**src/rtl/regfile_pkg.sv**
```systemverilog
// Shared types and defaults for the regfile write-side logic.
package regfile_pkg;
  localparam int unsigned ADD_WIDTH  = 5;
  localparam int unsigned DATA_WIDTH = 12;

  typedef struct packed {
    logic [ADD_WIDTH-1:0]  rd;
    logic [DATA_WIDTH-1:0] data;
  } wb_entry_t;

  localparam logic [ADD_WIDTH-1:0] ZERO_REG = '0;
endpackage

```
**src/rtl/wb_hazard_match.sv**
```systemverilog
// Combinational lookup of the youngest pending write to one source register.
module wb_hazard_match
  import regfile_pkg::*;
#(
  parameter int unsigned DEPTH = 4,
  parameter int unsigned PW    = 2
) (
  input  wb_entry_t              entries [DEPTH],
  input  logic [DEPTH-1:0]       valid,
  input  logic [PW-1:0]          head,
  input  wb_entry_t              inflight,
  input  logic                   inflight_valid,
  input  logic [ADD_WIDTH-1:0]   q,
  output logic                   hit,
  output logic [DATA_WIDTH-1:0]  data
);

  logic [PW-1:0] idx;

  // Scan oldest to youngest so the last match (youngest) wins; in-flight is oldest of all.
  always_comb begin
    hit  = 1'b0;
    data = '0;
    idx  = head;
    if (inflight_valid && inflight.rd == q) begin
      hit  = 1'b1;
      data = inflight.data;
    end
    for (int unsigned i = 0; i < DEPTH; i++) begin
      idx = head + PW'(i);
      if (valid[idx] && entries[idx].rd == q) begin
        hit  = 1'b1;
        data = entries[idx].data;
      end
    end
    if (q == ZERO_REG) begin
      hit  = 1'b0;
      data = '0;
    end
  end

endmodule

```
**src/rtl/regfile_wb_sequencer.sv**
```systemverilog
// Writeback FIFO draining onto the regfile write port, with hazard/forward lookup.
module regfile_wb_sequencer #(
  parameter int unsigned ADD_WIDTH  = regfile_pkg::ADD_WIDTH,
  parameter int unsigned DATA_WIDTH = regfile_pkg::DATA_WIDTH,
  parameter int unsigned DEPTH      = 4
) (
  input  logic                       clk,
  input  logic                       rst,
  input  logic                       in_valid,
  output logic                       in_ready,
  input  logic [ADD_WIDTH-1:0]       in_rd,
  input  logic [DATA_WIDTH-1:0]      in_data,
  input  logic                       wb_en,
  output logic [ADD_WIDTH-1:0]       AD3,
  output logic [DATA_WIDTH-1:0]      WD3,
  output logic                       WE3,
  input  logic [ADD_WIDTH-1:0]       q_rs1,
  input  logic [ADD_WIDTH-1:0]       q_rs2,
  output logic                       hit1,
  output logic                       hit2,
  output logic [DATA_WIDTH-1:0]      fwd1,
  output logic [DATA_WIDTH-1:0]      fwd2,
  output logic [$clog2(DEPTH):0]     count,
  output logic                       empty
);
  import regfile_pkg::*;

  localparam int unsigned PW = $clog2(DEPTH);
  localparam int unsigned CW = PW + 1;

  wb_entry_t        mem [DEPTH];
  logic [DEPTH-1:0] valid;
  logic [PW-1:0]    head;
  logic [PW-1:0]    tail;
  logic             push;
  logic             pop;
  wb_entry_t        inflight;

  assign in_ready = (count < CW'(DEPTH));
  assign push     = in_valid && in_ready && (in_rd != ZERO_REG);
  assign pop      = (count != '0) && wb_en;
  assign empty    = (count == '0) && !WE3;
  assign inflight = '{rd: AD3, data: WD3};

  always_ff @(posedge clk) begin
    if (push) mem[tail] <= '{rd: in_rd, data: in_data};
  end

  always_ff @(posedge clk or posedge rst) begin
    if (rst) begin
      head  <= '0;
      tail  <= '0;
      count <= '0;
      valid <= '0;
      AD3   <= '0;
      WD3   <= '0;
      WE3   <= 1'b0;
    end else begin
      // push and pop never touch the same slot: push needs count<DEPTH, pop needs count>0
      if (push) begin
        valid[tail] <= 1'b1;
        tail        <= tail + PW'(1);
      end
      if (pop) begin
        AD3         <= mem[head].rd;
        WD3         <= mem[head].data;
        WE3         <= 1'b1;
        valid[head] <= 1'b0;
        head        <= head + PW'(1);
      end else begin
        WE3 <= 1'b0;
      end
      count <= count + CW'(push) - CW'(pop);
    end
  end

  wb_hazard_match #(.DEPTH(DEPTH), .PW(PW)) u_match1 (
    .entries(mem), .valid(valid), .head(head), .inflight(inflight),
    .inflight_valid(WE3), .q(q_rs1), .hit(hit1), .data(fwd1)
  );

  wb_hazard_match #(.DEPTH(DEPTH), .PW(PW)) u_match2 (
    .entries(mem), .valid(valid), .head(head), .inflight(inflight),
    .inflight_valid(WE3), .q(q_rs2), .hit(hit2), .data(fwd2)
  );

endmodule

```
**config.mk**
```make
export PLATFORM = sky130hd
export DESIGN_NAME = regfile_wb_sequencer
export DESIGN_NICKNAME = d
export VERILOG_FILES = /design/src/rtl/regfile_pkg.sv /design/src/rtl/wb_hazard_match.sv /design/src/rtl/regfile_wb_sequencer.sv
export SDC_FILE = /design/constraint.sdc
export NUM_CORES = 1
export LEC_CHECK = 0
export ABC_AREA = 1
export BUFFER_PORTS_ARGS = -buffer_cell sky130_fd_sc_hd__buf_2
export CAP_MARGIN = 10
export CELL_PAD_IN_SITES_DETAIL_PLACEMENT = 0
export CELL_PAD_IN_SITES_GLOBAL_PLACEMENT = 1
export CORE_MARGIN = 1.5
export CORE_UTILIZATION = 43
export DETAILED_ROUTE_END_ITERATION = 6
export PLACE_DENSITY_LB_ADDON = 0.05
export SETUP_SLACK_MARGIN = 0.2
export SLEW_MARGIN = 20
export SYNTH_ARGS = -nofsm -noshare
export SYNTH_HDL_FRONTEND = slang
export SYNTH_SLANG_ARGS = --single-unit
```
**constraint.sdc**
```tcl
create_clock -name clk -period 3.1 [get_ports clk]
set_clock_uncertainty 0.05 [all_clocks]
set_input_delay 0 -clock clk [delete_from_list [all_inputs] [get_ports clk]]
set_output_delay 0 -clock clk [all_outputs]
set_load 0.01 [all_outputs]
```
* Word level (Yosys, flattened, before mapping)
Index checks and enable logic that the tools add are counted.
** Word-level totals
- Bits in registers :: 97
- Bits of input ports :: 31
- Output and inout port bits :: 49
- Word-level logic and storage cells :: 130
** Operators by class
- Add/subtract/negate cells :: 6
- Order comparisons :: 14
- Equality and inequality tests :: 10
- Muxes and demuxes :: 54
- Bitwise logic cells :: 8
- Reduce and logical (&&, ||, !) cells :: 23
** Operator list (number)
- $mux W17 :: 9
- $mux W12 :: 12
- $bmux W17 S2 :: 4
- $bwmux W68 :: 1
- $eq A5 B5 Y1 :: 10
- $demux W17 S2 :: 1
- $mux W1 :: 19
- $logic_and A1 B1 Y1 :: 17
- $ge A3 B3 Y1 const B :: 5
- $lt A2 B3 Y1 const B :: 5
- $not A2 Y3 :: 5
- $logic_not A5 Y1 :: 2
- $bmux W1 S2 :: 4
- $mux W4 :: 2
- $reduce_bool A5 Y1 :: 1
- $add A2 B1 Y2 const B :: 2
- $add A2 B2 Y2 const B :: 2
- $and A4 B4 Y4 :: 1
- $demux W1 S2 :: 2
- $ge A2 B1 Y1 const B :: 2
- $not A4 Y4 :: 1
- $or A4 B4 Y4 :: 1
- $add A3 B1 Y3 :: 1
- $logic_not A3 Y1 :: 1
- other kinds (5) :: 5

* Depth between registers and ports, before layout
- Word-level depth :: 11
- Depth in mapped cells :: 18
- Depth with buffers taken out :: 13

* By module
A second synthesis with hierarchy kept.
** Unflattened totals
- Cell total of the unflattened synthesis :: 1601
- Area total of the unflattened synthesis :: 9860.7 um^2
** By module, submodules not included
- wb_hazard_match :: times used 2, cells an instance 627, area an instance 2927.8 um^2, sequential area each 0.0 um^2
- regfile_wb_sequencer :: times used 1, cells an instance 347, area an instance 4005.1 um^2, sequential area each 2767.7 um^2

* Worst setup path before layout
Ideal clock, no wire load.
- Kind :: register -> output
- Start :: register head[1]
- End :: output port fwd2[0]
- Arrival :: 2.777 ns
- Data required time :: 3.050 ns
- Path slack :: 0.273 ns
- Cell stages (with the launch flop) :: 18
- Buffers on the path :: 5
- Cell sequence :: dfrtp_1 inv_1 clkbuf_1 clkbuf_1 buf_2 ha_1 inv_2 buf_4 nand3_1 nand2_1 xor2_1 nor2_1 nand3b_2 inv_2 buf_4 nand2_1 nand2_1 a21oi_1
** On the way
- Word-level cells in the longest chain between the ends :: 11
- Elaborated cells between the ends (all ways) :: 40
- Classes of those cells :: add/sub: 3; eq/ne: 4; mux: 25; bitwise: 4; reduce/logical: 4
** RTL lines
- start: declaration :: line regfile_wb_sequencer.sv:33 : logic [PW-1:0] head;
- start signal: assignment :: line regfile_wb_sequencer.sv:69 : head <= head + PW'(1);
- $add A2 B1 Y2 / $not A2 Y3 (equally long branches) :: line wb_hazard_match.sv:30, wb_hazard_match.sv:31, wb_hazard_match.sv:33
- $not A2 Y3 (not written as such) / $bmux W17 S2 (equally long branches) :: line wb_hazard_match.sv:31, wb_hazard_match.sv:33
- $bmux W17 S2 / $mux W17 (equally long branches) :: line wb_hazard_match.sv:31, wb_hazard_match.sv:33
- $mux W17, on equally long branches :: line wb_hazard_match.sv:31, wb_hazard_match.sv:33
- $mux W17 (not written as such) / $eq A5 B5 Y1 (equally long branches) :: line wb_hazard_match.sv:31 : if (valid[idx] && entries[idx].rd == q) begin
- $eq A5 B5 Y1 / $logic_and A1 B1 Y1 (equally long branches) :: line wb_hazard_match.sv:31
- $logic_and A1 B1 Y1 / $mux W12 (equally long branches) :: line wb_hazard_match.sv:31
- $mux W12 (2 in series) :: line wb_hazard_match.sv:31
- $mux W12 (*) :: line wb_hazard_match.sv:31
- $mux W12 (*) :: line wb_hazard_match.sv:36 : if (q == ZERO_REG) begin
- end: declaration :: line regfile_wb_sequencer.sv:22 : output logic [DATA_WIDTH-1:0] fwd2,
Every way passes the cells marked *; elsewhere a longest branch is shown, timed or not. The select of a mux whose other input is x is not followed.

* Worst setup path after layout
- Start :: register head[0]
- End :: output port fwd1[1]
** On the way
- Word-level cells in the longest chain between the ends :: 11
- Elaborated cells between the ends (all ways) :: 40
- Classes of those cells :: add/sub: 3; eq/ne: 4; mux: 25; bitwise: 4; reduce/logical: 4
** RTL lines
- $add A2 B1 Y2 / $not A2 Y3 (equally long branches) :: line wb_hazard_match.sv:30, wb_hazard_match.sv:31, wb_hazard_match.sv:33
- $not A2 Y3 (not written as such) / $bmux W17 S2 (equally long branches) :: line wb_hazard_match.sv:31, wb_hazard_match.sv:33
- $bmux W17 S2 / $mux W17 (equally long branches) :: line wb_hazard_match.sv:31, wb_hazard_match.sv:33
- $mux W17, on equally long branches :: line wb_hazard_match.sv:31, wb_hazard_match.sv:33
- $mux W17 (not written as such) / $eq A5 B5 Y1 (equally long branches) :: line wb_hazard_match.sv:31
- $eq A5 B5 Y1 / $logic_and A1 B1 Y1 (equally long branches) :: line wb_hazard_match.sv:31
- $logic_and A1 B1 Y1 / $mux W12 (equally long branches) :: line wb_hazard_match.sv:31
- $mux W12 (2 in series) :: line wb_hazard_match.sv:31
- $mux W12 (*) :: line wb_hazard_match.sv:31
- $mux W12 (*) :: line wb_hazard_match.sv:36
- end: declaration :: line regfile_wb_sequencer.sv:21 : output logic [DATA_WIDTH-1:0] fwd1,
Marked as above.

==> results.yml <==
route:
  vias_per_cell: 5.10
  num_vias: 7104
  drtIter0Drc: 565
  drc: 0
  drt-wirelength-per-cell_um: 16.4
  ant_nets: 0
  firstDrtPassIters: 7
  wirelength_um: 22800
sta:
  setup_slack_ps: 337
  period_share_pct: 89.1
  final-max-slew-violation-count: 0
  rsz0062_at_grt: "yes"
  hold_ws_ps: 82.7
  finalHoldViolations: 0
  fmax_ghz: 0.362
  fin_setup_tns_ps: 0
  min_period_ps: 2760
  setup_viol: 0
  worst_pin_slew_ps: 721
  max-slew-margin-rel_pct: 51.9
power:
  p_per_area_nw_per_um2: 1040
  design_power_total_mw: 9.03
  vdd_drop_max_mv: 0.471
  p_leak_nw: 4.12
placed_design:
  port_buffers: 79
  pre_cts_ws_ps: 322
  detailed_place.area_sq_um: 7990
  place_congestion: 0.899
  placed_cells: 1348
  dp_hpwl_um: 17100
synthesis:
  synth_area_leader_cell: "edfxtp_1"
  ys_top_cells_by_area: "edfxtp_1 (27%), nand2_1 (17%), dfrtp_1 (9.7%), o21ai_0 (7.8%), nor2_1 (7.0%)"
  seq_area_frac_synth_pct: 37.2
  ys_seq_elements: 97
  yosysMostFrequentCell: "nand2_1"
  synth-edff-count: 68
  yosysWarnings: 0
  synth-main-ff-cell: "edfxtp_1"
  ys_types: 37
  syn_nets: 1120
  synth_area_sq_um: 7450
  syn_inst: 1078
  async_reset_ff_share_pct: 29.9
  syn_area_per_cell_sq_um: 6.91
  synth_common_cells: "nand2_1 (328), nor2_1 (139), o21ai_0 (116)"
  synth_top_area_share_pct: 27.4
critical_path:
  critPathCaptureType: "primary output"
  max_stage_delay_ps: 460
  worst_ep_arrival_time_ps: 2710
  path_cells: "buf_4, clkbuf_16, o21ai_0, inv_1, o21ai_0, nand4_1, nand2_1, nand2_1, a21oi_1, buf_2"
  crit_required_ps: 3050
  critical_path_class: "reg -> out"
  path_buf_inv: 4
  cp-start-kind: "flop"
  crit_family: "compound AO/OA/AOI/OAI gates"
  slowest_stage: "dfrtp_2"
  path_max_fanout: 44
layout:
  fin_area_sq_um: 8710
  areaGrowthSynthToFinish_pct: 17.0
  n_antenna_cell: 0
  drive_gt1_share_pct: 17.6
  final_cells: 1392
  fin_util_pct: 52.0
  fin_nets: 1209
floorplan:
  dieArea_sq_um: 18100
  start_util_pct: 44.4
  rows: 47
  pin_count: 80
  core_area_sq_um: 16800
  die_y_um: 135
  dieWidth_um: 135
grt:
  grt_antenna_before_repair: 0
  grt_pass1_wl_um: 35500
  grt.overflow.total: 0
  grt_pass1_vias: 6299
  grt_usage_pct: 25.6
  grt_max_degree: 90
clock_network:
  htreeDepth: 3
  cts_tree: "yes"
  cts.clk_slew.worst_paths_ps: 70
  clk_latency_ps: 350
  clockRootBuffer: "clkbuf_16"
  cts_made_buffers: 9
  numClockSinks: 97
  clock_path_buffers: 2
run_status:
  status: "complete, no violations"
min_path:
  hold_class: "in -> reg"
job:
  max_cap_violations: 0
-- worst register-to-register path: cells and delay by family (launching register included) --
kind                     cells  cell delay, ps
flip-flops                   1             420
buffers and inverters        3             350
adder cells (fa/ha/maj)      3             820
AND/OR/NAND/NOR              3             410
XOR/XNOR                     1             170
-- power by group --
part | switching [mW] | leakage [nW] | internal, mW | total, mW
Clock | 0.561 | 0.139 | 0.567 | 1.13
Combinational | 4.02 | 3.01 | 1.99 | 6.01
Sequential | 0.190 | 0.971 | 1.71 | 1.90
Total | 4.77 | 4.12 | 4.26 | 9.03
-- timing repair --
item                       in CTS  in global routing
hold buffers                   18                  0
pin swaps                       1                  3
setup endpoints to repair      26                 26
hold endpoints to repair       86                  0
cloned                          1                  2
buffers inserted                2                  5
gates resized for setup         9                 29
-- cells by family (layout without fill, tap and decap cells) --
| family | count (synthesis) | count (layout) | share of synthesized area, % |
|---|---|---|---|
| adder cells (fa/ha/maj) | 11 | 11 | 1.95 |
| XOR/XNOR | 16 | 16 | 1.88 |
| AO/OA/AOI/OAI | 186 | 186 | 13.7 |
| AND/OR/NAND/NOR | 606 | 606 | 34.8 |
| flip-flops | 97 | 97 | 37.2 |
| buffers and inverters | 162 | 256 | 10.5 |
-- worst paths after layout --
path	from	endpoint	slack, ps	cells past startpoint
worst min-delay path	in_valid	tail[0]$_DFFE_PP0P_	80	3
worst max register to register	count[1]$_DFF_PP0_	count[2]$_DFF_PP0_	750	10
min in group asynchronous	rst	AD3[2]$_DFFE_PP0P_	250	3
max in group asynchronous	rst	head[0]$_DFFE_PP0P_	2060	4
worst max-delay path	head[0]$_DFFE_PP0P_	fwd1[1]	340	10
worst min register to register	WD3[10]$_DFFE_PP0P_	WD3[10]$_DFFE_PP0P_	490	2
-- layout make-up --
| cell class | count | area [sq um] |
|---|---|---|
| fill | 1736 | 8050 |
| sequential | 97 | 2770 |
| timing repair buffer | 138 | 1010 |
| inverter | 101 | 404 |
| clock buffer | 10 | 229 |
| multi-input combinational | 819 | 3960 |
| timing repair inverter | 1 | 6.26 |
| clock inverter | 6 | 58.8 |
| tap | 220 | 275 |
-- registers in the layout, indices dropped and copies added, names as in the netlist --
register and flops:
tail 2, WD3 12, count 3, WE3 1, head 2, AD3 5
mem 68, valid 4
-- metal layers --
metal / vias to the layer above / GRT usage (%) / wire [um]
li1: 3679 / - / -
met1: 3195 / 41.1 / 11900
met2: 213 / 36.5 / 9470
met3: 17 / 2.93 / 1220
met4: 0 / 5.85 / 250
met5: - / 0 / 0
-- cell usage in the layout (no fill, tap or decap), drive strengths merged --
cell type,n
nand2,339
nor2,148
o21ai,138
buf,118
inv,104
nand3,85
edfxtp,68
a21oi,37
dfrtp,29
nand4,27
dlygate4sd3,18
xor2,15
clkbuf,12
ha,10
o22ai,6
nor3,3
o21a,3
clkinv,3
o211ai,2
and2,2
or2,1
nand3b,1
xnor2,1
fa,1
clkinvlp,1
Note: power is estimated with default switching activity, not from simulation.
